==> src/rtl/fb_read_arbiter.sv <==
// Two-port framebuffer read arbiter: scanout (port 0) has priority, CPU/blitter
// (port 1) is protected from starvation; responses are routed by an in-order ID FIFO.
module fb_read_arbiter #(
  parameter int MAX_PENDING  = 8,
  parameter int STARVE_LIMIT = 16
) (
  input  logic        clk,
  input  logic        reset,
  input  logic        s0_read,
  input  logic [23:0] s0_address,
  output logic        s0_waitrequest,
  output logic [7:0]  s0_readdata,
  output logic        s0_readdatavalid,
  input  logic        s1_read,
  input  logic [23:0] s1_address,
  output logic        s1_waitrequest,
  output logic [7:0]  s1_readdata,
  output logic        s1_readdatavalid,
  output logic        m_read,
  output logic [23:0] m_address,
  input  logic        m_waitrequest,
  input  logic [7:0]  m_readdata,
  input  logic        m_readdatavalid,
  output logic        err_orphan
);
  localparam int PW = $clog2(MAX_PENDING + 1);
  localparam int AW = (MAX_PENDING > 1) ? $clog2(MAX_PENDING) : 1;
  localparam int SW = $clog2(STARVE_LIMIT + 1);

  typedef enum logic {IDLE, LOCKED} state_e;

  state_e               state_q, state_d;
  logic                 lock_q, lock_d;
  logic [SW-1:0]        starve_q, starve_d;
  logic [PW-1:0]        pending_q, pending_d;
  logic [AW-1:0]        wr_ptr_q, rd_ptr_q;
  logic [MAX_PENDING-1:0] fifo_q;
  logic [7:0]           rd0_q, rd1_q;
  logic                 rv0_q, rv1_q, orphan_q;

  logic sel, sel_read, full, accept, push, pop, head;

  always_comb begin
    if (state_q == LOCKED)
      sel = lock_q;
    else if (s0_read && !(s1_read && starve_q == SW'(STARVE_LIMIT)))
      sel = 1'b0;
    else
      sel = 1'b1;
  end

  assign sel_read  = sel ? s1_read : s0_read;
  assign full      = (pending_q == PW'(MAX_PENDING));
  // Reset gate keeps the master quiet while the rest of the logic is being cleared.
  assign m_read    = sel_read & ~full & ~reset;
  assign m_address = sel ? s1_address : s0_address;
  assign accept    = m_read & ~m_waitrequest;

  assign s0_waitrequest = s0_read & ~(accept & ~sel);
  assign s1_waitrequest = s1_read & ~(accept &  sel);

  assign push = accept;
  assign pop  = m_readdatavalid && (pending_q != '0);
  assign head = fifo_q[rd_ptr_q];

  always_comb begin
    state_d = IDLE;
    lock_d  = lock_q;
    if (m_read && m_waitrequest) begin
      state_d = LOCKED;
      lock_d  = sel;
    end
  end

  always_comb begin
    starve_d = starve_q;
    if (!s1_read || (accept && sel))
      starve_d = '0;
    else if (accept && !sel && starve_q != SW'(STARVE_LIMIT))
      starve_d = starve_q + 1'b1;
  end

  always_comb begin
    pending_d = pending_q;
    case ({push, pop})
      2'b10:   pending_d = pending_q + 1'b1;
      2'b01:   pending_d = pending_q - 1'b1;
      default: pending_d = pending_q;
    endcase
  end

  always_ff @(posedge clk) begin
    if (reset) begin
      state_q   <= IDLE;
      lock_q    <= 1'b0;
      starve_q  <= '0;
      pending_q <= '0;
      wr_ptr_q  <= '0;
      rd_ptr_q  <= '0;
      fifo_q    <= '0;
      rd0_q     <= '0;
      rd1_q     <= '0;
      rv0_q     <= 1'b0;
      rv1_q     <= 1'b0;
      orphan_q  <= 1'b0;
    end else begin
      state_q   <= state_d;
      lock_q    <= lock_d;
      starve_q  <= starve_d;
      pending_q <= pending_d;
      if (push) begin
        fifo_q[wr_ptr_q] <= sel;
        wr_ptr_q         <= wr_ptr_q + 1'b1;
      end
      if (pop) rd_ptr_q <= rd_ptr_q + 1'b1;
      rv0_q <= pop & ~head;
      rv1_q <= pop &  head;
      if (pop && !head) rd0_q <= m_readdata;
      if (pop &&  head) rd1_q <= m_readdata;
      if (m_readdatavalid && pending_q == '0) orphan_q <= 1'b1;
    end
  end

  assign s0_readdata      = rd0_q;
  assign s1_readdata      = rd1_q;
  assign s0_readdatavalid = rv0_q;
  assign s1_readdatavalid = rv1_q;
  assign err_orphan       = orphan_q;
endmodule

==> config.mk <==
export PLATFORM = sky130hd
export DESIGN_NAME = fb_read_arbiter
export DESIGN_NICKNAME = d
export VERILOG_FILES = /design/src/rtl/fb_read_arbiter.sv
export SDC_FILE = /design/constraint.sdc
export NUM_CORES = 1
export LEC_CHECK = 0
export BUFFER_PORTS_ARGS = -buffer_cell sky130_fd_sc_hd__buf_2
export CAP_MARGIN = 20
export CORE_UTILIZATION = 47
export DETAILED_ROUTE_END_ITERATION = 10
export GPL_ROUTABILITY_DRIVEN = 0
export PLACE_DENSITY = 0.87
export REMOVE_ABC_BUFFERS = 1
export SLEW_MARGIN = 20
export SYNTH_ARGS = -nofsm -noshare
export SYNTH_HDL_FRONTEND = slang
export SYNTH_SLANG_ARGS = --single-unit
==> constraint.sdc <==
create_clock -name clk -period 3.5 [get_ports clk]
set_input_delay 0.7 -clock clk [delete_from_list [all_inputs] [get_ports clk]]
set_output_delay 0.7 -clock clk [all_outputs]
set_load 0.01 [all_outputs]
# Word level (Yosys, flattened, before mapping)
# Cells that the tools add are included.
[word_totals] in_bits=62 wordCells=72 register_bits=44 out_inout_bits=46
[classes] n_lt_le_gt_ge=3 n_reduce_logical=20 n_addsub=5 bitwise=16 n_eq_ne=5 n_mux=11
[ops] operator="$mux W24" n=1
[ops] operator="$logic_and A1 B1 Y1" n=11
[ops] operator="$and A1 B1 Y1" n=9
[ops] operator="$bwmux W8" n=1
[ops] operator="$lt A3 B4 Y1 const B" n=2
[ops] operator="$pmux W4 S2" n=1
[ops] operator="$not A1 Y1" n=7
[ops] operator="$add A3 B1 Y3 const B" n=2
[ops] operator="$mux W1" n=6
[ops] operator="$add A5 B1 Y5 const B" n=1
[ops] operator="$eq A5 B5 Y1 const B" n=1
[ops] operator="$ne A5 B5 Y1 const B" n=1
[ops] operator="$add A4 B1 Y4 const B" n=1
[ops] operator="$eq A4 B4 Y1 const B" n=1
[ops] operator="$logic_not A1 Y1" n=4
[ops] operator="$logic_not A4 Y1" n=1
[ops] operator="$reduce_bool A4 Y1" n=1
[ops] operator="$sub A4 B1 Y4 const B" n=1
[ops] operator="$bmux W1 S3" n=1
[ops] operator="$demux W1 S3" n=1
[ops] operator="$ge A3 B1 Y1 const B" n=1
[ops] operator="$eq A2 B1 Y1 const B" n=1
[ops] operator="$eq A2 B2 Y1 const B" n=1
[ops] operator="$reduce_bool A2 Y1" n=1
[ops] operator="2 further kinds" n=2

# Logic depth before layout (Yosys ltp)
[depth] depth_word=13 mapped_depth=13 depth_no_buf=11

# Worst setup path before layout
# Ideal clock, no wire load.
[synth_timing] path_type="in2reg" start="input reset" end="register pending_q[2]" slack_ns=0.593 cell_stages=11 setup_time_ns=0.070 t_arrival_ns=2.836 required_time_ns=3.430 n_path_buf=1 cell_sequence="or4_1 -> buf_2 -> nor2_2 -> inv_1 -> ha_1 -> xor2_1 -> ha_1 -> a21oi_1 -> xor2_1 -> or3_1 -> a21oi_1"
[synth_between] elab_chain_cells=5 elab_cells_between_ends=7 classes_between="eq/ne: 2; mux: 1; bitwise: 3; reduce/logical: 1"
[synth_rtl] item="start: declaration" line="8" source="input logic reset,"
[synth_rtl] item="$not A1 Y1" line="55" source="assign m_read = sel_read & ~full & ~reset;"
[synth_rtl] item="$and A1 B1 Y1" line="55"
[synth_rtl] item="$and A1 B1 Y1" line="57" source="assign accept = m_read & ~m_waitrequest;"
[synth_rtl] item="$eq A2 B1 Y1 or $eq A2 B2 Y1 (tied branches)" line="85" source="case ({push, pop})"
[synth_rtl] item="$pmux W4 S2 or $reduce_bool A2 Y1 (tied branches)"
[synth_rtl] item="end signal: assignment" line="110" source="pending_q <= pending_d;"
[synth_rtl] item="end: declaration" line="35" source="logic [PW-1:0] pending_q, pending_d;"
# Several ways; a longest one is shown, not always the timed one.
# A chain may end at the register's enable or synchronous reset.

# Worst setup path in the final report
[layout_timing] start="input s0_read" end="output s0_waitrequest"
[layout_between] elab_chain_cells=10 elab_cells_between_ends=11 classes_between="mux: 3; bitwise: 7; reduce/logical: 1"
[layout_rtl] item="start: declaration" line="9" source="input logic s0_read,"
[layout_rtl] item="$logic_and A1 B1 Y1" line="46" source="else if (s0_read && !(s1_read && starve_q == SW'(STARVE_LIMIT)))"
[layout_rtl] item="$mux W1" line="46"
[layout_rtl] item="$mux W1" line="44" source="if (state_q == LOCKED)"
[layout_rtl] item="$mux W1" line="52" source="assign sel_read = sel ? s1_read : s0_read;"
[layout_rtl] item="$and A1 B1 Y1 (2 in a row)" line="55"
[layout_rtl] item="$and A1 B1 Y1" line="57"
[layout_rtl] item="$and A1 B1 Y1" line="59" source="assign s0_waitrequest = s0_read & ~(accept & ~sel);"
[layout_rtl] item="$not A1 Y1" line="59"
[layout_rtl] item="$and A1 B1 Y1 (*)" line="59"
[layout_rtl] item="end: declaration" line="11" source="output logic s0_waitrequest,"
# Mark *: on every way between the ends. The rest lies on a longest branch, timed or not.

==> metrics.txt <==
worst hold path class flip-flop to flip-flop; Req. time, crit path 2.80 ns; Starting Density 49.6%; hold endpoint err_orphan; clk_lat worst skew 0.30 ns; number of routed nets with antenna violations 0; Layout Nets 469; area of the die 5340 um^2; Mapped Cells 299; delay-heaviest family, CP compound AO/OA/AOI/OAI gates; hold path depth 2; CP Max Fanout 31; fillers 418; flop-to-flop setup slack 0.72 ns; Final Hold Violating Endpoints 0; Synth Area in Adders 3.69%; drt pass-1 iters 4; Ports 108; worst r2r dst pending_q[2]; CTS tree built; WL/cell 12.2 um; top-count cell post-synth nand2_1; cell at the slowest stage of the critical path a31o_2; setup slack at placement 0.446 ns; VDD IR max 0.391 mV; Clock Sinks 44; total wire length 5720 um; cell area power density 487 nW/um^2; xor and xnor area share after synthesis 3.32%; CP peak stage delay 0.55 ns; worst r2r src pending_q[1]; PostCTS Resize Cnt 0; Synth top area share 37.1%; I/O Buffers 107; H-Tree Depth 2; Tmin final 2.83 ns; number of max-cap violations 0; antenna violations before repair 0; layout overhead on the synthesized area 28.1%; WP data arrival 2.13 ns; Setup TNS 0 ns; post-synth top area cell dfxtp_1; setup violators final 0; HPWL after detailed placement 4310 um; fraction of layout cells with a size suffix above 1 32.4%; cell area after synthesis 2370 um^2; worst path bufs/invs 2; post-synthesis compound-gate area fraction 8.12%; die width 73.1 um; Final WS setup 0.669 ns; global route overflow 0; via count 2386; Mapped Avg Cell Area 7.94 um^2; Yosys cell types 44; Syn. warnings 0; Tcrit/Tclk final 80.9%; Die H 73.1 um; P_leak 1.50 nW; total power 1.48 mW; row count 25; Hold Buf Count CTS 0; ys flop type dfxtp_1; vias in the first global route 2042; f_max 353 MHz; Via-to-Cell Ratio 5.10; Residual DRC 0; top cells by area, synth dfxtp_1 37%, nand2_1 13%, mux2i_1 11%; number of synthesized flops with an enable pin 0; CP Capture Type output port; Setup crit start kind input port; diode count 0; CP most frequent cell buf_2; setup bufs post-CTS 0; Num CTS Buffers 5; Worst Max-Slew Pin Slew 0.603 ns; first-pass GRT wire length 8510 um; mux cell area share after synthesis 11.4%; unrepaired setup endpoints after global routing false; Slew HR 59.7%; clk_skew 0.0110 ns; Post-synth top cells 80 x nand2_1, 44 x dfxtp_1, 38 x nor2_1; gr usage total 20.9%; CP cell instances buf_2 -> a21oi_1 -> a31o_2 -> nor2_1 -> nor2b_1 -> buf_2; worst-case reg-to-reg path depth 11; Seq/Total Area, Yosys 37.1%; pin count of the biggest net entering global routing 41; Setup CP Type input port to output port; Post-Synth Simple-Gate Area 31.6%; status complete, no violations; CTS root buf clkbuf_8; min-delay src err_orphan; FFs w/ async S/R, synth 0%; core footprint 4790 um^2; max-slew violations 0; synthesized flop and latch total 44; DR iter-0 viols 64; largest family of logic cells by synthesized area simple AND/OR/NAND/NOR gates; Clock Path Buffers 2; clk slew on worst S/H paths 0.08 ns
worst max path at each step:
stage,end,start,slack (ns),depth (start not counted)
3_3_place_gp,pending_q[2],reset,0.54,11
5_1_grt,s0_waitrequest,state_q,0.54,6
2_1_floorplan,pending_q[2],reset,0.31,10
3_5_place_dp,pending_q[2],reset,0.45,11
6_report,s0_waitrequest,s0_read,0.67,6
4_1_cts,s0_waitrequest,starve_q[0],0.67,7
cell usage in the layout, fill, tap and decap left out, drive strengths merged, types with 2 or more instances in the layout:
cell type / instances
nor3: 3
ha: 7
a211oi: 2
a21oi: 9
nor4b: 4
inv: 5
buf: 113
nor2b: 5
dfxtp: 44
nor4bb: 2
clkbuf: 6
nand2: 80
a31oi: 5
nand3: 2
xnor2: 5
xor2: 4
nor2: 39
nor3b: 4
o21ai: 6
or3: 2
mux2i: 26
nand2b: 3
nor4: 4
a21boi: 2
nand3b: 3
nand4: 4
through the flow:
step	hold WS, ns	cell area [um^2]	util, %	cells
floorplan	0.454	2280	-	280
global placement	0.450	2950	61.7	460
finish	0.476	3040	63.5	468
CTS	0.485	3040	63.5	468
global route	0.519	3040	63.5	468
detailed placement	0.464	2950	61.7	460
final cells by class:
cell class | count | area (um^2) | share of cell area (%)
clock buffer | 6 | 72.6 | 2.39
sequential | 44 | 881 | 29.0
multi-input combinational | 231 | 1390 | 45.6
clock inverter | 2 | 16.3 | 0.535
inverter | 5 | 18.8 | 0.617
timing repair buffer | 113 | 581 | 19.1
tap | 67 | 83.8 | 2.76
power by group:
part | total (mW) | internal [mW] | switching, mW
Clock | 0.317 | 0.142 | 0.175
Sequential | 0.618 | 0.561 | 0.0563
Combinational | 0.547 | 0.248 | 0.299
Total | 1.48 | 0.951 | 0.530
cell families (layout without fill, tap and decap cells):
| kind of cell | after synthesis | in the layout |
|---|---|---|
| compound gates | 29 | 29 |
| xor+xnor | 9 | 9 |
| fa+ha+maj | 7 | 7 |
| buf+inv | 24 | 126 |
| flops | 44 | 44 |
| mux | 27 | 27 |
| simple gates | 159 | 159 |
registers in the layout, indices dropped and copies added (netlist names):
register	cells
s0_readdatavalid	1
starve_q	5
state_q	1
pending_q	4
err_orphan	1
rd_ptr_q	3
wr_ptr_q	3
lock_q	1
fifo_q	8
s1_readdata	8
s1_readdatavalid	1
s0_readdata	8
metal layers:
layer / track usage, % / share of wire [%] / vias to the layer above
met4: 6.97 / 1.2 / 0
met3: 5.25 / 8.1 / 8
met1: 21.9 / 41 / 1074
met2: 39.9 / 49 / 100
li1: - / - / 1204
met5: 0 / 0 / -
worst reg2reg max path, cell delays in order, from the launching register on:
cell and delay (ns):
dfxtp_1 0.48, nor4b_1 0.12, or4_1 0.53, nor2_2 0.12, inv_1 0.12, ha_1 0.30, xor2_1 0.17, ha_1 0.19
a21oi_1 0.15, xor2_1 0.10, or3_1 0.31, a21oi_1 0.13
Note: power is estimated with default switching activity, not from simulation.
